--- src/rtl/shift194_ctrl.sv ---
// shift194_ctrl: sequences an SN74LS194 through one parallel load followed by
// 0-4 shifts per accepted word, and exposes the outgoing serial bit stream.
module shift194_ctrl #(
  parameter int unsigned CNT_W = 8
) (
  input  logic             clk,
  input  logic             clr,
  input  logic             in_valid,
  output logic             in_ready,
  input  logic [3:0]       in_data,
  input  logic             in_dir,
  input  logic             in_fill,
  input  logic [2:0]       in_len,
  output logic [1:0]       set,
  output logic             ds,
  output logic [3:0]       P,
  input  logic [3:0]       q,
  output logic             serial_out,
  output logic             serial_valid,
  output logic             done,
  output logic [CNT_W-1:0] xfer_cnt
);

  localparam int unsigned LEN_W = 3;
  localparam logic [LEN_W-1:0] LEN_MAX = LEN_W'(4);

  typedef enum logic [1:0] {
    IDLE  = 2'd0,
    LOAD  = 2'd1,
    SHIFT = 2'd2
  } state_t;

  state_t           state;
  logic [3:0]       data_r;
  logic             dir_r;
  logic             fill_r;
  logic [LEN_W-1:0] len_r;
  logic [LEN_W-1:0] cnt;
  logic             done_r;
  logic             accept;

  assign accept = in_valid && (state == IDLE);

  // Sequencer state, captured word fields, shift counter and completion count.
  always_ff @(posedge clk or posedge clr) begin
    if (clr) begin
      state    <= IDLE;
      data_r   <= '0;
      dir_r    <= 1'b0;
      fill_r   <= 1'b0;
      len_r    <= '0;
      cnt      <= '0;
      done_r   <= 1'b0;
      xfer_cnt <= '0;
    end else begin
      done_r <= 1'b0;
      case (state)
        IDLE: begin
          if (accept) begin
            data_r <= in_data;
            dir_r  <= in_dir;
            fill_r <= in_fill;
            len_r  <= (in_len > LEN_MAX) ? LEN_MAX : in_len;
            state  <= LOAD;
          end
        end
        LOAD: begin
          if (len_r == '0) begin
            state    <= IDLE;
            done_r   <= 1'b1;
            xfer_cnt <= xfer_cnt + CNT_W'(1);
          end else begin
            cnt   <= len_r;
            state <= SHIFT;
          end
        end
        SHIFT: begin
          cnt <= cnt - LEN_W'(1);
          if (cnt == LEN_W'(1)) begin
            state    <= IDLE;
            done_r   <= 1'b1;
            xfer_cnt <= xfer_cnt + CNT_W'(1);
          end
        end
        default: state <= IDLE;
      endcase
    end
  end

  // Moore decode of the 194 mode and serial stream from state and captured fields.
  always_comb begin
    set          = 2'b00;
    serial_valid = 1'b0;
    serial_out   = 1'b0;
    in_ready     = 1'b0;
    case (state)
      IDLE: in_ready = 1'b1;
      LOAD: set = 2'b11;
      SHIFT: begin
        set          = dir_r ? 2'b01 : 2'b10;
        serial_valid = 1'b1;
        serial_out   = dir_r ? q[0] : q[3];
      end
      default: set = 2'b00;
    endcase
  end

  assign P    = data_r;
  assign ds   = fill_r;
  assign done = done_r;

endmodule

--- config.mk ---
export PLATFORM = sky130hd
export DESIGN_NAME = shift194_ctrl
export DESIGN_NICKNAME = d
export VERILOG_FILES = /design/src/rtl/shift194_ctrl.sv
export SDC_FILE = /design/constraint.sdc
export NUM_CORES = 1
export LEC_CHECK = 0
export ABC_CLOCK_PERIOD_IN_PS = 1900
export CAP_MARGIN = 20
export CORE_ASPECT_RATIO = 1.4
export CORE_MARGIN = 5
export CORE_UTILIZATION = 24
export DETAILED_ROUTE_END_ITERATION = 10
export MAX_ROUTING_LAYER = met4
export SYNTH_ARGS = -nofsm -noshare
export SYNTH_HDL_FRONTEND = slang
export SYNTH_SLANG_ARGS = --single-unit
--- constraint.sdc ---
create_clock -name clk -period 1.9 [get_ports clk]
set_input_delay 0.285 -clock clk [delete_from_list [all_inputs] [get_ports clk]]
set_output_delay 0.285 -clock clk [all_outputs]
set_load 0.02 [all_outputs]
======== Word level (Yosys, flattened, before mapping) ========
Index checks and enable logic that the tools add are counted.
storage, ports and cells
  bits in registers ....................... 23
  bits in latches ......................... 0
  memory bits (writable) .................. 0
  ROM bits ................................ 0
  output and inout bits ................... 19
  word-level logic and storage cells ...... 45
  memories kept ........................... 0
cells by class
  add/sub/neg operators ................... 2
  multipliers ............................. 0
  divide/modulo/power cells ............... 0
  order comparisons ....................... 1
  equal/unequal tests ..................... 7
  shift-type cells ........................ 0
  multiplexer cells ....................... 19
  bitwise gates (word level) .............. 0
  reduce and logical (&&, ||, !) cells .... 8
operator list
  kind                                                                   count
  8-bit two-way mux                                                      2
  8-bit case mux with 2 select lines                                     1
  8-bit by 1-bit adder with 8-bit output, second input constant          1
  2-bit two-way mux                                                      4
  2-bit inequality test, second input constant                           4
  1-bit two-way mux                                                      6
  3-bit two-way mux                                                      2
  2-bit case mux with 3 select lines                                     1
  3-bit case mux with 2 select lines                                     1
  2-bit AND reduction                                                    3
  2-bit case mux with 2 select lines                                     1
  3-bit by 1-bit equality test with 1-bit output, second input constant  1
  3-bit greater-than comparator, second input constant                   1
  3-bit zero test                                                        1
  3-bit AND reduction                                                    1
  3-bit by 1-bit subtractor with 3-bit output, second input constant     1
  2-bit by 1-bit equality test with 1-bit output, second input constant  1
  2-bit equality test, second input constant                             1
  2-bit zero test                                                        1
  1-bit case mux with 2 select lines                                     1
  2-bit nonzero test                                                     1
  1-bit logical AND                                                      1

======== Depth between registers and ports, before layout ========
  word-level depth ........................ 4
  mapped depth ............................ 6
  mapped depth without buffers ............ 5

======== Worst setup path before layout ========
Ideal clock, no wire load.
  path type ............................... flip-flop to flip-flop
  start ................................... register state[0]
  end ..................................... register xfer_cnt[1]
  setup time .............................. 0.125 ns
  arrival ................................. 1.659 ns
  setup slack ............................. 0.116 ns
  cell stages (with the launch flop) ...... 6
  buffers on the path ..................... 0
  clock period less this slack ............ 1.784 ns
  cell sequence ........................... dfrtp_1 inv_1 ha_1 nand3b_2 a21oi_1 mux2_2
on the way
  word-level cells in the longest chain between the ends .. 3
ends and longest elaborated chain
  element                                                                                       line  text
  start, declared                                                                               33    state_t state;
  start signal, assigned                                                                        47    state <= IDLE;
  start signal, assigned                                                                        64    state <= LOAD;
  start signal, assigned                                                                        69    state <= IDLE;
  2-bit equality test / 2-bit by 1-bit equality test with 1-bit output (equally long branches)  57    case (state)
  2-bit inequality test (no source line) / 2-bit nonzero test (equally long branches)           --
  3-bit AND reduction (no source line)                                                          --
  end signal, assigned                                                                          71    xfer_cnt <= xfer_cnt + CNT_W'(1);
  end signal, assigned                                                                          82    xfer_cnt <= xfer_cnt + CNT_W'(1);
  end, declared                                                                                 21    output logic [CNT_W-1:0] xfer_cnt
Parallel ways exist; a longest one is shown, timed or not.
A chain may end at the register's enable or synchronous reset.

======== Worst setup path after layout ========
Ends and elaborated chain as after synthesis.

==> flow_metrics.tcl <==
set metrics [dict create \
    routabilityCongestion 0.775 \
    cts-root-buf "clkbuf_8" \
    grt_use_total_pct 8.75 \
    relSlewSlack_pct 68.2 \
    seqCellArea_um2 576 \
    wl_per_cell_um 12.8 \
    cts-buffers-inserted 3 \
    clk_pin_slew_ns 0.08 \
    critPathMaxFanout 7 \
    synth_ff_type "dfrtp_1" \
    synth.distinct_cells 25 \
    p_comb_share_pct 54.2 \
    start_util_pct 24.9 \
    finalHoldViolations 0 \
    ios 35 \
    path_buf_inv 2 \
    fmax_mhz 553 \
    ff2ff_setup_slack_ns 0.09 \
    post_cts_buffers 0 \
    n_antenna_cell 0 \
    cp-start-kind "register" \
    cts_tree "yes" \
    p_int_mw 1.56 \
    synth.top_cell.area_share_pct 47.3 \
    firstDrtPassIters 4 \
    required_ns 2.05 \
    post_drt_via_cell_ratio 4.45 \
    p_sw_share_pct 41.0 \
    syn_nets 129 \
    grt_max_degree 24 \
    cp_num_cells 6 \
    yosysTopAreaCell "dfrtp_1" \
    ir_drop_uv 429 \
    grt_pass1_wl_mm 4.55 \
    cp_cell_sequence "inv_1 -> ha_1 -> buf_4 -> nand2b_2 -> a21oi_1 -> mux2_2" \
    die_area_um2 6610 \
    layout-drive-gt1-share_pct 17.9 \
    rows 30 \
    num-nets-final 169 \
    tightest_slew_ns 0.476 \
    async_reset_ff_share_pct 100 \
    crit_slowest_cell "dfrtp_1" \
    synth.most_common_cell "dfrtp_1" \
    min_period_ns 1.81 \
    dp_hpwl_mm 2.18 \
    power_density_nw_per_um2 1560 \
    cts_sinks 23 \
    clockBufferDepth 2 \
    synth_edf_count 0 \
    synthesis.area_um2 1220 \
    synth_common_cells "dfrtp_1, inv_1, mux2_2" \
    max-cap-violations 0 \
    drv_slew 0 \
    nFillCells 513 \
    ys_warn_count 0 \
    r2r-end "xfer_cnt[1]" \
    synth-seq-cells 23 \
    setup.worst_path.start "state[0]" \
    critPathArrivalTime_ns 1.96 \
    rsz0062_at_grt "no" \
    wirelength_mm 2.68 \
    setup_viol 0 \
    clockPowerShare_pct 11.3 \
    overflow 0 \
    seqPwrFrac_pct 34.5 \
    core-area_um2 4880 \
    drc_errors 0 \
    drtAntennaViolNets 0 \
    fin_skew_ns 0.00414 \
    cp_top_family "flip-flops" \
    synthTopCellsByArea "dfrtp_1, mux2_2, ha_1" \
    ys_seq_area_share_pct 47.3 \
    worstSkewPairLatency_ns 0.26 \
    chipWidth_um 70.2 \
    r2r_start "state[0]" \
    grt_pass1_vias 982 \
    antenna_found_initial 0 \
    multi_input_area_um2 606 \
    endpoint "xfer_cnt[1]" \
    leakagePower_nw 0.734 \
    setup_tns_ns 0 \
    critPathMaxStageDelay_ns 0.36 \
    area_growth_pct 39.3 \
    htree_levels 1 \
    power.switching_mw 1.08 \
    drt-initial-drc-count 16 \
    hold_class "in -> async" \
    rr_worst_depth 6 \
    avgSynthCellArea_um2 11.5 \
    syn_inst 106 \
    die_h_um 94.2 \
    cp-end-kind "register" \
    status "finished, final reports clean" \
    port_buffers 32 \
    criticalPathCategory "reg -> reg" \
    vias 930 \
    power.total_mw 2.64 \
    period_share_pct 95.2 \
]
## timing repair
item                                   in CTS  in global routing
resized for setup                           5                  4
cloned                                      0                  0
setup endpoints to repair                   5                  4
endpoints found under the hold margin       0                  0
hold buffers                                0                  0
## power by group through the flow
stage               clock network, mW  registers [mW]  logic, mW
floorplan                           0            1.01      0.763
global placement                    0           0.901       1.42
detailed placement                  0           0.918       1.47
CTS                             0.313           0.910       1.44
global route                    0.331           0.950       1.57
finish                          0.299           0.911       1.43
## worst min-delay path by stage
| stage | from | end | slack (ns) | cells past startpoint |
|---|---|---|---|---|
| finish | clr | len_r[2] | 0.35 | 3 |
| global placement | xfer_cnt[7] | xfer_cnt[7] | 0.46 | 1 |
| detailed placement | xfer_cnt[7] | xfer_cnt[7] | 0.47 | 1 |
| floorplan | clr | P[0] | 0.29 | 1 |
| CTS | clr | len_r[2] | 0.36 | 3 |
| global route | clr | len_r[2] | 0.40 | 3 |
## stage by stage
stage | setup slack [ns] | instance area [um2] | cells | util, % | hold slack [ns]
after floorplan | 0.116 | 1220 | 106 | - | 0.287
final | 0.0905 | 1690 | 209 | 34.7 | 0.354
after global routing | 0.00171 | 1690 | 209 | 34.7 | 0.396
after detailed placement | 0.0601 | 1650 | 205 | 33.7 | 0.468
after global placement | 0.0811 | 1650 | 205 | 33.7 | 0.459
after CTS | 0.0408 | 1690 | 209 | 34.5 | 0.362
## flip-flops by register name (all words and copies together) (netlist names)
name and cells:
P 4, ds 1, cnt 3, len_r 3
xfer_cnt 8, dir_r 1, state 2, done 1
## worst reg2reg max path: cells and delay by family (launching register included)
kind,cells,cell delay [ns]
compound gates,1,0.26
fa+ha+maj,1,0.22
buf+inv,2,0.25
flops,1,0.36
mux,1,0.36
simple gates,1,0.25
## cells in the final DEF (no fill, tap or decap), types with 2 or more instances in the layout
cell type	synthesis	layout
a2111oi_2	3	3
a211oi_1	3	3
a21oi_1	6	6
a31oi_1	2	2
buf_4	0	5
clkbuf_8	0	3
clkdlybuf4s15_1	0	2
clkdlybuf4s50_1	0	27
dfrtp_1	23	23
dlygate4sd2_1	0	3
ha_1	7	6
inv_1	9	9
mux2_2	9	9
mux2i_1	3	3
nand2_1	4	4
nand2b_1	5	5
nand3_1	5	5
nand4_1	3	3
nor2b_1	4	4
o21ai_0	4	4
xor2_1	6	6
## cells by family (layout without fill, tap and decap cells)
| kind of cell | Yosys count | after routing | share of synthesized area, % |
|---|---|---|---|
| XOR/XNOR | 7 | 7 | 5.04 |
| adder cells (fa/ha/maj) | 7 | 7 | 7.20 |
| flip-flops | 23 | 23 | 47.3 |
| AND/OR/NAND/NOR | 24 | 24 | 11.9 |
| buffers and inverters | 11 | 50 | 3.40 |
| multiplexers | 12 | 12 | 10.8 |
| AO/OA/AOI/OAI | 22 | 22 | 14.3 |
## per-layer routing
| metal | track usage [%] | wire, um | vias to the layer above |
|---|---|---|---|
| met5 | - | 0 | - |
| met4 | 4.15 | 53 | 0 |
| met3 | 2.25 | 103 | 6 |
| met2 | 15.8 | 1510 | 15 |
| met1 | 8.78 | 1010 | 457 |
| li1 | - | - | 452 |
## cell type report
| class | count | share of cell area [%] |
|---|---|---|
| clock buffer | 4 | 2.66 |
| inverter | 9 | 1.99 |
| multi-input combinational | 72 | 35.7 |
| sequential | 23 | 34.0 |
| tap | 64 | 4.73 |
| timing repair buffer | 37 | 20.9 |
Power figures use the tool's default switching activity.
